`src/rtl/demux1x2_buf.sv`:
```
// 1:2 demultiplexer with a DEPTH-entry valid/ready FIFO per destination.
// S picks the destination FIFO; each consumer drains its own FIFO independently.
module demux1x2_buf #(
  parameter int WIDTH = 32,
  parameter int DEPTH = 2,
  parameter int CW    = 2
) (
  input  logic             CLK,
  input  logic             RST,
  input  logic [WIDTH-1:0] D,
  input  logic             S,
  input  logic             IN_VALID,
  output logic             IN_READY,
  output logic [WIDTH-1:0] Y0,
  output logic             Y0_VALID,
  input  logic             Y0_READY,
  output logic [WIDTH-1:0] Y1,
  output logic             Y1_VALID,
  input  logic             Y1_READY,
  output logic [CW-1:0]    CNT0,
  output logic [CW-1:0]    CNT1
);

  localparam int AW = (DEPTH > 1) ? $clog2(DEPTH) : 1;
  localparam logic [CW-1:0] FULL_CNT = CW'(DEPTH);

  logic [1:0] out_ready;
  assign out_ready = {Y1_READY, Y0_READY};

  for (genvar n = 0; n < 2; n++) begin : g_fifo
    localparam logic SEL = 1'(n);

    logic [WIDTH-1:0] mem [DEPTH];
    logic [AW-1:0]    wr_ptr;
    logic [AW-1:0]    rd_ptr;
    logic [CW-1:0]    cnt;
    logic             full;
    logic             valid;
    logic             push;
    logic             pop;
    logic [WIDTH-1:0] head;

    assign full  = (cnt == FULL_CNT);
    assign valid = (cnt != '0);
    // A full FIFO refuses the push even when it is popped in the same cycle.
    assign push  = IN_VALID && !full && (S == SEL);
    assign pop   = valid && out_ready[n];
    assign head  = valid ? mem[rd_ptr] : '0;

    // NOTE: sequential state uses non-blocking assignments so every register
    // samples the pre-edge values regardless of statement order.
    always_ff @(posedge CLK) begin
      if (RST) begin
        wr_ptr <= '0;
        rd_ptr <= '0;
        cnt    <= '0;
      end else begin
        if (push) wr_ptr <= wr_ptr + AW'(1);
        if (pop)  rd_ptr <= rd_ptr + AW'(1);
        if (push && !pop)      cnt <= cnt + CW'(1);
        else if (!push && pop) cnt <= cnt - CW'(1);
      end
    end

    // NOTE: storage is deliberately left out of reset; the count alone decides
    // which entries are meaningful, and skipping reset keeps the array as plain RAM.
    always_ff @(posedge CLK) begin
      if (push) mem[wr_ptr] <= D;
    end
  end

  assign IN_READY = S ? !g_fifo[1].full : !g_fifo[0].full;

  assign Y0       = g_fifo[0].head;
  assign Y0_VALID = g_fifo[0].valid;
  assign CNT0     = g_fifo[0].cnt;

  assign Y1       = g_fifo[1].head;
  assign Y1_VALID = g_fifo[1].valid;
  assign CNT1     = g_fifo[1].cnt;

endmodule

```
`config.mk`:
```
export PLATFORM = sky130hd
export DESIGN_NAME = demux1x2_buf
export DESIGN_NICKNAME = d
export VERILOG_FILES = /design/src/rtl/demux1x2_buf.sv
export SDC_FILE = /design/constraint.sdc
export NUM_CORES = 1
export LEC_CHECK = 0
export BUFFER_PORTS_ARGS = -buffer_cell sky130_fd_sc_hd__buf_4
export CORE_UTILIZATION = 56
export CTS_BUF_LIST = sky130_fd_sc_hd__clkbuf_4 sky130_fd_sc_hd__clkbuf_8
export DETAILED_ROUTE_END_ITERATION = 12
export PLACE_DENSITY = 0.8
export SLEW_MARGIN = 20
export SYNTH_ARGS = -nofsm -noshare
export SYNTH_HDL_FRONTEND = slang
export SYNTH_SLANG_ARGS = --single-unit
export TNS_END_PERCENT = 5
```
`constraint.sdc`:
```
create_clock -name CLK -period 2.9 [get_ports CLK]
set_clock_uncertainty 0.15 [all_clocks]
set_input_delay 0.145 -clock CLK [delete_from_list [all_inputs] [get_ports CLK]]
set_output_delay 0.145 -clock CLK [all_outputs]
set_load 0.03 [all_outputs]
```
==> results.cfg <==
[route]
firstDrtPassIters = 9
wl_per_cell_um = 17.0
drt_iter0_markers = 115
vias = 3163
route.detailed.drc = 2
totalWireLength_mm = 10.3
viasPerCell = 5.24
ant_nets = 0

[sta]
fmax_mhz = 429
hold-worst-slack_ns = 0.0536
fin_crit_ns = 2.33
rsz0062_at_grt = no
max_slew_margin = 0.435
tightest_slew_ns = 0.847
setup_viol = 0
hold_viol = 0
period_share = 0.804
timing.final.max_slew_violations = 0
finalSetupTns_ns = 0

[placement]
placedCellCount = 537
gp_congestion = 0.693
place_hpwl_mm = 6.30
port_buffers = 108

[worst_setup_path]
cp.depth = 4
cpMaxStageDelayCell = nor2_2
cp.required_ns = 2.61
end_kind = output pin
start_kind = flip-flop
worstSetupPathType = reg2out
crit_family = simple AND/OR/NAND/NOR gates
cp_num_buf_inv = 2
reg2reg_depth = 2
path_max_fanout = 18
crit_path_max_incr_delay_ns = 0.62
setup.worst_path.start = CNT0[1]
reg2reg_slack_ns = 0.92
path_cells = nor2_2, buf_4, nor2_1, buf_4
worstPathArrival_ns = 2.04
crit_top_cell = buf_4
rr_startpoint = CNT0[0]

[floorplanning]
die_w_um = 99.1
design.portCount = 109
core_um2 = 9200
dieArea_um2 = 9810
die_h_um = 99.1
rows = 35
start_util = 0.574

[logic_synthesis]
syn_avg_cell_area_um2 = 16.2
syn_nets = 366
synth_seq_cells = 138
netlist_area_um2 = 5280
syn_inst = 326
synthDistinctLibCells = 22
yosys_warnings = 0
yosysSeqAreaShare = 0.767

[layout]
fin_nets = 521
final_common_cell = edfxtp_1
diodes = 0
area_growth_pct = 32.4
drive_gt1_frac = 0.306
instances_no_fill = 604
layout_common_cells = 128 x edfxtp_1, 115 x buf_4, 71 x nor2_1, 64 x mux2i_1, 36 x dlygate4sd3_1
final_core_util = 0.760

[power]
p_per_area_nw_per_um2 = 1020
irDropWorstVdd_v = 0.000723
comb_power_share = 0.413
p_leak_nw = 2.62
intPower_mw = 4.38
swShare = 0.385
pwr-share-clk = 0.231
seqPwrFrac = 0.356
p_switching_mw = 2.75

[hold_path]
hold_path.startpoint = Y0_READY
whs_path_depth = 4
min_path_type = in2reg

[global_route]
antenna_found_initial = 0
overflow = 0
grt_usage = 0.216
grt_pass1_wl_mm = 15.6
grt_start_max_net_pins = 34
first_global_vias = 3155

[cts]
clk_pin_slew_worst_paths_ns = 0.07
clkLatencyLatePin_ns = 0.41
ctsResizeCount = 0
tritoncts = yes
cts_made_buffers = 17
clockBufferDepth = 2
cts_sinks = 138
cts-root-buf = clkbuf_8
htree_levels = 4

[flow_run]
maxCapViolCount = 0

[outcome]
status = finished, violations left
violations = design-rule violations
-- state kept, by name (all words and copies together) (netlist names), named ones only --
| register | cells |
|---|---|
| g_fifo.rd_ptr | 2 |
| CNT0 | 2 |
| g_fifo.wr_ptr | 2 |
| CNT1 | 2 |
| g_fifo.mem | 128 |
-- power by group through the flow --
stage / Sequential, mW / Combinational (mW) / Clock (mW)
floorplan: 2.53 / 1.91 / 0
global placement: 2.57 / 2.85 / 0
detailed placement: 2.58 / 2.90 / 0
CTS: 2.54 / 2.95 / 1.67
global route: 2.56 / 3.11 / 1.76
finish: 2.54 / 2.94 / 1.65
-- synth_stat cells --
cell type | n | share of area
buf_2 | 8 | 0.0076
nor2b_1 | 1 | 0.0012
nor2b_2 | 1 | 0.0017
mux2i_1 | 64 | 0.12
o21ai_0 | 5 | 0.0047
o21a_1 | 1 | 0.0014
a21oi_1 | 4 | 0.0038
and2_1 | 2 | 0.0024
nor2_1 | 73 | 0.052
dfxtp_1 | 10 | 0.038
nand2b_1 | 1 | 0.0012
clkbuf_1 | 1 | 0.00071
buf_4 | 6 | 0.0085
nand2_1 | 2 | 0.0014
or3_1 | 3 | 0.0036
a21o_1 | 1 | 0.0014
inv_1 | 5 | 0.0036
nand3_1 | 1 | 0.00095
and3_1 | 1 | 0.0012
xor2_1 | 6 | 0.010
edfxtp_1 | 128 | 0.73
ha_1 | 2 | 0.0047
-- metrics by stage --
step	power (mW)	worst slack, ns	area [um^2]
global placement	5.43	1.01	6200
finish	7.13	0.567	6990
floorplan	4.45	0.658	5280
global route	7.43	0.411	6990
CTS	7.16	0.546	6990
detailed placement	5.48	0.927	6200
-- layout make-up --
class / instances / area, um^2
Inverter: 5 / 18.8
Clock buffer: 17 / 234
Timing Repair Buffer: 151 / 1220
Sequential cell: 138 / 4050
Multi-Input combinational cell: 168 / 1130
Fill cell: 566 / 2210
Tap cell: 111 / 139
Clock inverter: 14 / 194
-- layer usage --
metal,global-route usage,wire length [um],share of wire,vias up
li1,-,-,-,1504
met1,0.258,4290,0.42,1533
met2,0.390,5360,0.52,113
met3,0.0461,499,0.049,13
met4,0.0758,140,0.014,0
met5,0,0,0,-
-- final timing paths --
path,to
min,g_fifo[0].rd_ptr
max,Y0[24]
min reg2reg,g_fifo[1].wr_ptr
max reg2reg,g_fifo[0].mem[1][12]
-- worst reg2reg max path, stage by stage (launching register included) --
cell and delay [ns]:
dfxtp_1 0.44, nand2b_1 0.22, and3_2 0.78
-- kinds of logic after synthesis --
family          synth area share
flops                      0.767
simple gates              0.0655
mux                        0.121
buf+inv                   0.0204
compound gates            0.0114
xor+xnor                 0.00996
fa+ha+maj                0.00474
-- timing repair --
| item | in CTS | in global routing |
|---|---|---|
| buffers inserted | 0 | 0 |
| endpoints found under the hold margin | 138 | 0 |
| hold buffers | 36 | 0 |
(Power assumes the default switching activity.)
